`src/rtl/mux_arbiter.sv`:
```
// mux_arbiter: round-robin arbiter sharing one registered output channel between two req/ack requesters
module mux_arbiter #(
  parameter int DATA_W    = 16,
  parameter int MAX_BURST = 4
) (
  input  logic              clk,
  input  logic              clr,
  input  logic              req1,
  input  logic [DATA_W-1:0] x1,
  input  logic              last1,
  output logic              ack1,
  input  logic              req2,
  input  logic [DATA_W-1:0] x2,
  input  logic              last2,
  output logic              ack2,
  output logic [DATA_W-1:0] y,
  output logic              y_valid,
  input  logic              y_ready,
  output logic              addr
);
  localparam int CW = $clog2(MAX_BURST + 1);
  localparam logic [1:0] IDLE   = 2'd0;
  localparam logic [1:0] GRANT1 = 2'd1;
  localparam logic [1:0] GRANT2 = 2'd2;
  localparam logic [CW-1:0] CNT_LAST = CW'(MAX_BURST - 1);
  logic [1:0] state, state_nxt;
  logic [CW-1:0] cnt;
  logic prio;
  logic out_free, xfer1, xfer2, xfer, req_own, req_oth, last_own, at_max, rel, forced;
  assign out_free = !y_valid | y_ready;
  assign ack1     = (state == GRANT1) & out_free;
  assign ack2     = (state == GRANT2) & out_free;
  assign xfer1    = req1 & ack1;
  assign xfer2    = req2 & ack2;
  assign xfer     = xfer1 | xfer2;
  assign req_own  = (state == GRANT2) ? req2 : req1;
  assign req_oth  = (state == GRANT2) ? req1 : req2;
  assign last_own = (state == GRANT2) ? last2 : last1;
  assign at_max   = cnt == CNT_LAST;
  assign rel      = (state != IDLE) & (!req_own | (xfer & (last_own | at_max)));
  assign forced   = xfer & !last_own & at_max;
  // arbitration in IDLE, hand-over or forced re-grant on release
  always_comb begin
    state_nxt = (state == IDLE) ? ((req1 & (!req2 | !prio)) ? GRANT1 : req2 ? GRANT2 : IDLE) :
                rel ? (req_oth ? ((state == GRANT1) ? GRANT2 : GRANT1) : forced ? state : IDLE) :
                state;
  end
  // grant state, beat counter, round-robin pointer and mux select
  always_ff @(posedge clk or posedge clr) begin
    if (clr) begin
      state <= IDLE;
      cnt   <= '0;
      prio  <= 1'b0;
      addr  <= 1'b0;
    end else begin
      state <= state_nxt;
      cnt   <= rel ? '0 : xfer ? cnt + 1'b1 : cnt;
      prio  <= rel ? (state == GRANT1) : prio;
      addr  <= (state_nxt == GRANT1) ? 1'b0 : (state_nxt == GRANT2) ? 1'b1 : addr;
    end
  end
  // output register: load on a transfer, drop valid once consumed
  always_ff @(posedge clk or posedge clr) begin
    if (clr) begin
      y       <= '0;
      y_valid <= 1'b0;
    end else if (xfer) begin
      y       <= xfer2 ? x2 : x1;
      y_valid <= 1'b1;
    end else if (y_ready) begin
      y_valid <= 1'b0;
    end
  end
endmodule
```
`config.mk`:
```
export PLATFORM = sky130hd
export DESIGN_NAME = mux_arbiter
export DESIGN_NICKNAME = d
export VERILOG_FILES = /design/src/rtl/mux_arbiter.sv
export SDC_FILE = /design/constraint.sdc
export NUM_CORES = 1
export LEC_CHECK = 0
export ABC_CLOCK_PERIOD_IN_PS = 2650
export CORE_ASPECT_RATIO = 0.9
export CORE_MARGIN = 3
export CORE_UTILIZATION = 41
export DETAILED_ROUTE_END_ITERATION = 6
export PLACE_DENSITY = 0.86
export SLEW_MARGIN = 25
export SYNTH_ARGS = -nofsm -noshare
export SYNTH_HDL_FRONTEND = slang
export SYNTH_SLANG_ARGS = --single-unit
```
`constraint.sdc`:
```
create_clock -name clk -period 2.65 [get_ports clk]
set_clock_uncertainty 0.2 [all_clocks]
set_input_delay 0.53 -clock clk [delete_from_list [all_inputs] [get_ports clk]]
set_output_delay 0.53 -clock clk [all_outputs]
set_load 0.05 [all_outputs]
```
# == After elaboration in Yosys (flattened, before gate mapping) ==
# Index checks and enable logic that the tools add are counted.
# word_totals
regBits,24
latch_bits,0
mem_bits_rw,0
mem_bits_ro,0
input_bits,39
output_inout_bits,20
word_cells,53
memories,0
# op_classes
addsub,1
mul,0
div_mod_pow,0
magnitude_cmp,0
eq_ne,5
shift,0
n_mux,17
n_bitwise,14
reduce_logical,10
# ops
op,count
2-to-1 mux 16 bit,1
2-to-1 mux 2 bit,7
AND 1 bit,9
nonzero test 2 bit,4
2-to-1 mux 1 bit,7
2-to-1 mux 3 bit,2
logical NOT 1 bit,5
OR 1 bit,5
"== test 2 x 1 -> 1 bit, second input constant",2
"== test 2 bit, second input constant",2
"adder 3 x 1 -> 3 bit, second input constant",1
"== test 3 x 2 -> 1 bit, second input constant",1
logical NOT 2 bit,1

# == Depth between registers and ports, before layout ==
# Gate-level depths: netlist of run 1.
# depth
depth_word,14
mapped_depth,9
ltp_nobuf,8

# == Worst setup path before layout of run 1 ==
# Ideal clock, no wire load.
# synth_path
path_type,reg2reg
from,register y_valid
to,register y[0]
setup_time_ns,0.137
arrival_ns,2.422
required_time_ns,2.313
slack_ns,-0.109
path_stages_with_launch,7
path_buffers,1
period_less_slack_ns,2.759
path_cell_list,dfrtp_1 > and2b_1 > nor2_1 > nand2_1 > buf_4 > mux2i_1 > a21oi_1
# synth_via
elab_chain_len,5
elab_cells_between_ends,8
cone_classes,1 x mux; 6 x bitwise; 1 x reduce/logical
# synth_lines
element,line_no,text
from (decl),17,"output logic y_valid,"
from (signal assigned),66,y_valid <= 1'b0;
from (signal assigned),69,y_valid <= 1'b1;
from (signal assigned),71,y_valid <= 1'b0;
logical NOT 1 bit *,30,assign out_free = !y_valid | y_ready;
OR 1 bit *,30,
AND 1 bit *,32,assign ack2 = (state == GRANT2) & out_free;
via ack2,15,"output logic ack2,"
AND 1 bit *,34,assign xfer2 = req2 & ack2;
2-to-1 mux 16 bit / OR 1 bit (equally long branches),"68, 35",
to (signal assigned),68,y <= xfer2 ? x2 : x1;
to (decl),16,"output logic [DATA_W-1:0] y,"
# Mark *: on every way through the listed nets, which the timed path passes. The rest lies on a longest branch.
# A chain may end at the register's enable or synchronous reset.

# == Final worst setup path of run 1 ==
# layout_path
from,register state[1]
to,register addr
# layout_via
elab_chain_len,12
elab_cells_between_ends,29
cone_classes,4 x eq/ne; 9 x mux; 11 x bitwise; 5 x reduce/logical
# layout_lines
element,line_no,text
from (decl),26,"logic [1:0] state, state_nxt;"
from (signal assigned),56,state <= state_nxt;
== test 2 x 1 -> 1 bit / == test 2 bit (equally long branches),--,
"AND 1 bit, on equally long branches","31, 32",
"AND 1 bit, on equally long branches","33, 34",
OR 1 bit,35,assign xfer = xfer1 | xfer2;
AND 1 bit (2 in a row),41,assign forced = xfer & !last_own & at_max;
2-to-1 mux 2 bit (3 in a row),45,rel ? (req_oth ? ((state == GRANT1) ? GRANT2 : GRANT1) : forced ? state : IDLE) :
2-to-1 mux 2 bit *,44,state_nxt = (state == IDLE) ? ((req1 & (!req2 | !prio)) ? GRANT1 : req2 ? GRANT2 : IDLE) :
== test 2 x 1 -> 1 bit / == test 2 bit (equally long branches),59,addr <= (state_nxt == GRANT1) ? 1'b0 : (state_nxt == GRANT2) ? 1'b1 : addr;
2-to-1 mux 1 bit / nonzero test 2 bit (equally long branches),--,
to (signal assigned),59,
to (decl),19,output logic addr
# Every way passes the cells marked *; elsewhere a longest branch is shown, timed or not.

==> impl_results.md, run 1 <==
- Status: completed
- Met1 Use GR: approximately 23%
- Sequential fraction of the synthesis area: 47.06%
- Internal Pwr Total: 0.001234 W
- Core area: 0.002860 mm^2
- Fin area: 0.002001 mm^2
- Post-Syn Instances: 129
- Maximum vdd ir drop: 609.4 uV
- Psw: 0.001205 W
- Area grow syn2layout: 56.76%
- Net count, final: 237
- Post-DP HPWL: slightly below 3000 um
- Filler instances: 224
- Post-CTS sizing: 0
- Row cnt: 18
- Slowest-stage cell, CP: dfrtp_1
- IO Count: 59
- Worst EP arrival: 2.49 ns
- EDFF count, synth: 0
- Pins Over Slew Limit: 0
- Hold Path Class: reg2reg
- Hold-fix buffers, CTS: 0
- Vias: between 1,000 and 1,500
- DRC Markers: 0
- Commonest register cell after synthesis: dfrtp_1
- Cell Area, Synth: 0.001276 mm^2
- First-pass GRT wire length: between 5000 and 6000 um
- Reg area: 600.6 um^2
- Largest net degree at the start of global routing: 25
- #FFs+latches synth: 24
- CTS tree: built
- Area of the multi-input gates: 633.1 um^2
- H-tree levels: 1
- Vias in the first global route: about 1,200
- Met3 GRT Util: 2.481%
- Die area: 0.003819 mm^2
- Fmax: just over 0.4 GHz
- Clock latency on the worst-skew pair: 0.32 ns
- WP data required: 2.66 ns
- Crit path launch: state[1]$_DFF_PP0_
- Met2 GRT Util: 40.09%
- CTS sink count: 24
- Clock root cell: clkbuf_4
- GRT Max-Usage Layer: met2
- RSZ-0062 raised after global routing: no
- Iter 0 DRT Violations: 55
- Area after DPL: 0.001971 mm^2
- Clock group share of total power: 6.6%
- Netlist cell types: 36
- Die width: ~65 um
- Post-CTS setup buffer count: 0
- Relative slew slack: roughly 64%
- Vias/cell: 5.185
- CP max FO: 9
- Share of cells above drive strength 1: 12.44%
- Slowest stage delay, CP: 0.52 ns
- Post-synth net total: approximately 170
- Final Hold Vio Count: 0
- FF-to-FF Start: state[1]$_DFF_PP0_
- HP Start: addr$_DFFE_PP0P_
- Commonest non-fill, non-tap cell in the layout: clkdlybuf4s50_1
- GRT Overall Usage: 20.52%
- Setup violations, final: 0
- Crit start category: flip-flop
- Total power: 0.002439 W
- Worst hold margin: approximately 0.31 ns
- Net Sw Frac: 49.41%
- CP Class: reg2reg
- Number of port buffers: 58
- Async S/R FF share, synth: 100.0%
- Max_cap viols: 0
- Post-route ant nets: 0
- Mean post-synth cell area: 9.893 um^2
- Routed wire length: between 3000 and 4000 um
- RD Place Congestion: 0.9841
- Clock slew seen by the registers of the worst setup and hold paths: 0.12 ns
- Synth warnings: 0
- Critical path capture point type: flip-flop
- Worst-path cell chain: nand2b_4 -> mux2_2 -> o21ai_2 -> buf_4 -> a211oi_1 -> or3_1 -> ha_1 -> nand2_1 -> o21ai_0
- # diodes: 0
- Total CTS buffers: 3
- Clock Tree Buf Depth: 2
- Tmin final: 2.474 ns
- Pre-antenna DRT Iters: 4
- Commonest non-fill, non-tap cells in the layout: 56 x clkdlybuf4s50_1, 24 x dfrtp_1, 20 x nor2_1
- Combinational share of power: 66.5%
- Fin Setup TNS: 0 ns
- Power Density: approximately 1200 mW/mm^2
- Die height: 58.93 um
- Congestion Overflow GR: 0
- Initial antenna violation count: 0
- Register share of total power: between 20% and 30%
- WL/cell: 15.70 um
- Initial Util: 44.62%
- Tcrit/Tclk final: 93.37%
- Worst slew pin tran: 0.5335 ns
- Lkg Pwr: 0.9320 nW
final timing paths:
path | slack [ns] | cells after the start | endpoint
worst max-delay path | 0.18 | 9 | addr$_DFFE_PP0P_
worst min-delay path | 0.31 | 2 | addr$_DFFE_PP0P_
worst max register to register | 0.18 | 9 | addr$_DFFE_PP0P_
worst min register to register | 0.31 | 2 | addr$_DFFE_PP0P_
max in group asynchronous | 1.66 | 3 | y_valid$_DFFE_PP0P_
min in group asynchronous | 0.35 | 3 | y[14]$_DFFE_PP0P_
critical path: cells and delay by family (launching register included):
family	cells	cell delay, ns
mux	1	0.36
buf+inv	1	0.16
fa+ha+maj	1	0.29
simple gates	3	0.55
compound gates	3	0.30
flops	1	0.52
per-layer routing:
| layer | part of all wire, % | wire length [um] |
|---|---|---|
| met1 | 37 | 1337 |
| met2 | 57 | 2073 |
| met3 | 5.1 | 186 |
| met4 | 1.7 | 61 |
| met5 | 0 | 0 |
logic make-up (layout without fill, tap and decap cells):
family	count (synthesis)	in the layout	synth area share (%)
simple gates	43	43	16.57
mux	18	18	14.22
fa+ha+maj	3	3	2.941
buf+inv	11	75	4.509
flops	24	24	47.06
compound gates	29	29	14.02
xor+xnor	1	1	0.6864
area by class of cell:
class,count,area share [%]
clock buffers,3,1.126
inverters,3,0.5629
multi-input cells,94,31.64
flip-flops and latches,24,30.02
well taps,40,2.502
repair buffers,69,34.15
power by group through the flow:
| stage | logic, W | registers (W) | clock network [W] |
|---|---|---|---|
| CTS | 0.00162 | 0.000651 | 0.000168 |
| finish | 0.00162 | 0.000655 | 0.000161 |
| floorplan | 0.000602 | 0.00111 | 0 |
| global route | 0.00172 | 0.000681 | 0.000184 |
| detailed placement | 0.00162 | 0.000661 | 0 |
| global placement | 0.00156 | 0.000646 | 0 |
stage by stage:
| step | util [%] | setup slack (ns) | instances |
|---|---|---|---|
| CTS | 69.69 | 0.1148 | 233 |
| finish | 69.95 | 0.1757 | 233 |
| detailed placement | 68.90 | -0.1045 | 230 |
| floorplan | - | 0.1925 | 129 |
| global placement | 68.90 | -0.06566 | 230 |
| global route | 69.95 | 0.01532 | 233 |
cell usage after synthesis (2+ instances only):
library cell   n  area share (%)
nor2b_1        3             1.5
inv_1          3            0.88
mux2i_1       17              13
a21oi_1       17             6.7
buf_2          4             1.6
nor2_1        21             6.2
nand2_1        4             1.2
dfrtp_1       24              47
or3_1          2            0.98
a211oi_1       2             1.2
nand3b_1       2             1.2
nand3_1        3             1.2
ha_1           3             2.9
nand2b_1       2            0.98
state kept, by name, summed over array words and instances (netlist names):
signal	count
y	16
cnt	3
state	2
addr	1
prio	1
y_valid	1
(Power assumes the default switching activity.)
==> inputs of run 2 (changes only) <==
--- a/config.mk
+++ b/config.mk
@@ -9,6 +9,7 @@
 export CORE_ASPECT_RATIO = 0.9
 export CORE_MARGIN = 3
 export CORE_UTILIZATION = 41
+export CTS_CLUSTER_SIZE = 12
 export DETAILED_ROUTE_END_ITERATION = 6
 export PLACE_DENSITY = 0.86
 export SLEW_MARGIN = 25
==> results of run 2 <==
Same layout as run 1: the final DEF is identical, and so are final timing and power.
==> inputs of run 3 (changes only) <==
--- a/config.mk
+++ b/config.mk
@@ -11,7 +11,8 @@
 export CORE_UTILIZATION = 41
 export CTS_CLUSTER_SIZE = 12
 export DETAILED_ROUTE_END_ITERATION = 6
-export PLACE_DENSITY = 0.86
+export GPL_TIMING_DRIVEN = 0
+export PLACE_DENSITY = 0.9
 export SLEW_MARGIN = 25
 export SYNTH_ARGS = -nofsm -noshare
 export SYNTH_HDL_FRONTEND = slang
==> impl_results.md, run 3 (same netlist as run 1, synthesis figures left out) <==
- Status: completed
- Worst-path cell chain: clkdlybuf4s50_1 -> and2b_1 -> nor2_2 -> clkdlybuf4s15_1
- Share of cells above drive strength 1: 9.474% (-3.0 points)
- Largest net degree at the start of global routing: 25 (unchanged)
- Largest registers: y (16), cnt (3), state (2)
- Psw: 0.001182 W (-1.9%)
- Routed wire length: 3496 um (-4.4%)
- Setup violations, final: 0 (unchanged)
- Top Layer Used: met4
- CP delay by family, top: buffers and inverters
- # diodes: 0 (unchanged)
- GRT Overall Usage: 18.84% (-1.7 points)
- WP data required: 1.92 ns (-0.74 ns)
- Post-route ant nets: 0 (unchanged)
- CP max FO: 4 (-5)
- Net count, final: 233 (-1.7%)
- H-tree levels: 1 (unchanged)
- Filler instances: 234 (+4.5%)
- First-pass GRT wire length: 5533 um (-7.1%)
- Commonest non-fill, non-tap cell in the layout: clkdlybuf4s50_1
- Internal Pwr Total: 0.001196 W (-3.0%)
- Pins Over Slew Limit: 0 (unchanged)
- Commonest non-fill, non-tap cells in the layout: 54 x clkdlybuf4s50_1, 24 x dfrtp_1, 20 x nor2_1
- Lkg Pwr: 0.9053 nW (-2.9%)
- Slowest-stage cell, CP: clkdlybuf4s15_1
- WL/cell: 15.20 um (-3.2%)
- Die area: 0.003819 mm^2 (unchanged)
- Crit start category: input port
- Met3 wire length: 229 um (+23%)
- Tcrit/Tclk final: 97.46% (+4.1 points)
- RD Place Congestion: 0.7896 (-20%)
- Number of port buffers: 57 (-1.7%)
- Maximum vdd ir drop: 525.3 uV (-14%)
- Post-CTS setup buffer count: 0 (unchanged)
- CP Class: in2out
- Clock group share of total power: 8.2% (+1.6 points)
- Vias/cell: 5.187 (about the same)
- Combinational share of power: 65.0% (-1.5 points)
- Clock Tree Buf Depth: 2 (unchanged)
- Relative slew slack: 41.25% (-23 points)
- Met2 wire length: 1877 um (-9.5%)
- Vias: 1,193 (-1.2%)
- Clock latency on the worst-skew pair: 0.32 ns (about the same)
- Row cnt: 18 (unchanged)
- Clock slew seen by the registers of the worst setup and hold paths: 0.13 ns (about the same)
- Hold Path Class: reg2reg
- Worst slew pin tran: 0.8758 ns (+0.3423 ns)
- Initial antenna violation count: 0 (unchanged)
- Power Density: 1227 mW/mm^2 (+0.66%)
- Non-filler cells, final: 230 (-1.3%)
- Worst EP arrival: 1.85 ns (-0.64 ns)
- Tmin final: 2.583 ns (+0.1083 ns)
- RSZ-0062 raised after global routing: no
- Iter 0 DRT Violations: 39 (-29%)
- CTS sink count: 24 (unchanged)
- Core area: 0.002860 mm^2 (unchanged)
- Critical path capture point type: primary output
- Post-DP HPWL: 2789 um (-4.9%)
- Biggest register: y
- Initial Util: 44.62% (unchanged)
- M1 wire length: 1357 um (+1.5%)
- CTS tree: built
- Congestion Overflow GR: 0 (unchanged)
- Total CTS buffers: 3 (unchanged)
- Total power: 0.002378 W (-2.5%)
- Slowest stage delay, CP: 0.51 ns (about the same)
- Area grow syn2layout: 51.86%
- Post-placement cell count: 226 (-1.7%)
- Die height: 58.93 um (unchanged)
- Pre-antenna DRT Iters: 5 (+1)
- Number of flip-flops in the largest register: 16 (unchanged)
- IO Count: 59 (unchanged)
- Register share of total power: 26.9% (about the same)
- Final Hold Vio Count: 0 (unchanged)
- Max_cap viols: 0 (unchanged)
- Fmax: 0.3872 GHz (-4.2%)
- Hold-fix buffers, CTS: 0 (unchanged)
- Die width: 64.81 um (unchanged)
- WP buf/inv: 2 (+1)
- Clock root cell: clkbuf_4
- Vias in the first global route: 1,204 (-1.3%)
- DRC Markers: 0 (unchanged)
- Net Sw Frac: 49.70% (+0.29 points)
## run 3: changes by cell type in the layout (fill, tap and decap cells not counted), sizes merged
cell           before  now
clkdlybuf4s15       0    1
inv                 3    2
clkdlybuf4s50      56   54
clkbuf              3    6
clkinv              0    1
buf                13    7
dlymetal6s2s        0    1
## run 3: power by group through the flow
stage | clock network (W) | registers, W | logic (W)
after floorplan | 0 | 0.00111 | 0.000602
after global placement | 0 | 0.000636 | 0.00152
after detailed placement | 0 | 0.000650 | 0.00156
after CTS | 0.000203 | 0.000640 | 0.00156
after global routing | 0.000219 | 0.000660 | 0.00165
final | 0.000195 | 0.000639 | 0.00154
## run 3: cell type report
class	instances	area, um^2	share of cell area, %
plain buffers	8	46.29	2.389
clock buffers	4	36.28	1.872
inverters	3	11.26	0.5810
multi-input cells	94	625.6	32.28
flip-flops and latches	24	600.6	30.99
well taps	40	50.05	2.582
repair buffers	57	568.0	29.31
## run 3: layer usage
metal  GRT usage, %  vias to the layer above
met2          35.42                       37
li1               -                      576
met5              0                        -
met1          21.65                      578
met4          4.518                        0
met3          4.389                        2
## run 3: per-stage QoR
stage,setup WS [ns],util (%),cell area (um^2),hold WS [ns],TNS [ns]
after global routing,0.02319,67.76,1938,0.3204,0
after global placement,-0.2623,66.58,1904,0.2646,-0.7465
final,0.06739,67.76,1938,0.3002,0
after detailed placement,-0.3411,66.58,1904,0.2731,-0.8759
after floorplan,0.1925,-,1284,0.2903,0
after CTS,0.01246,67.80,1939,0.3036,0
## run 3: final timing paths
check | slack (ns) | from | cells past startpoint | endpoint
min reg2reg | 0.30 | addr$_DFFE_PP0P_ | 2 | addr$_DFFE_PP0P_
max in group asynchronous | 1.47 | clr | 2 | y[1]$_DFFE_PP0P_
min in group asynchronous | 0.37 | clr | 2 | state[0]$_DFF_PP0_
max | 0.07 | y_ready | 4 | ack2
max reg2reg | 0.19 | state[1]$_DFF_PP0_ | 9 | addr$_DFFE_PP0P_
min | 0.30 | addr$_DFFE_PP0P_ | 2 | addr$_DFFE_PP0P_
## run 3: what timing repair did
action,in CTS,in global routing
endpoints found under the setup margin,2,3
pin swaps,0,0
resized for setup,3,3
## run 3: worst register-to-register path, cell delays in order, from the launching register on
cell and delay, ns:
dfrtp_1 0.39, buf_6 0.13, nand2b_1 0.15, mux2_2 0.38, o21ai_2 0.23, a211oi_1 0.12, or3_1 0.33, ha_1 0.29
nand2_1 0.06, o21ai_0 0.07
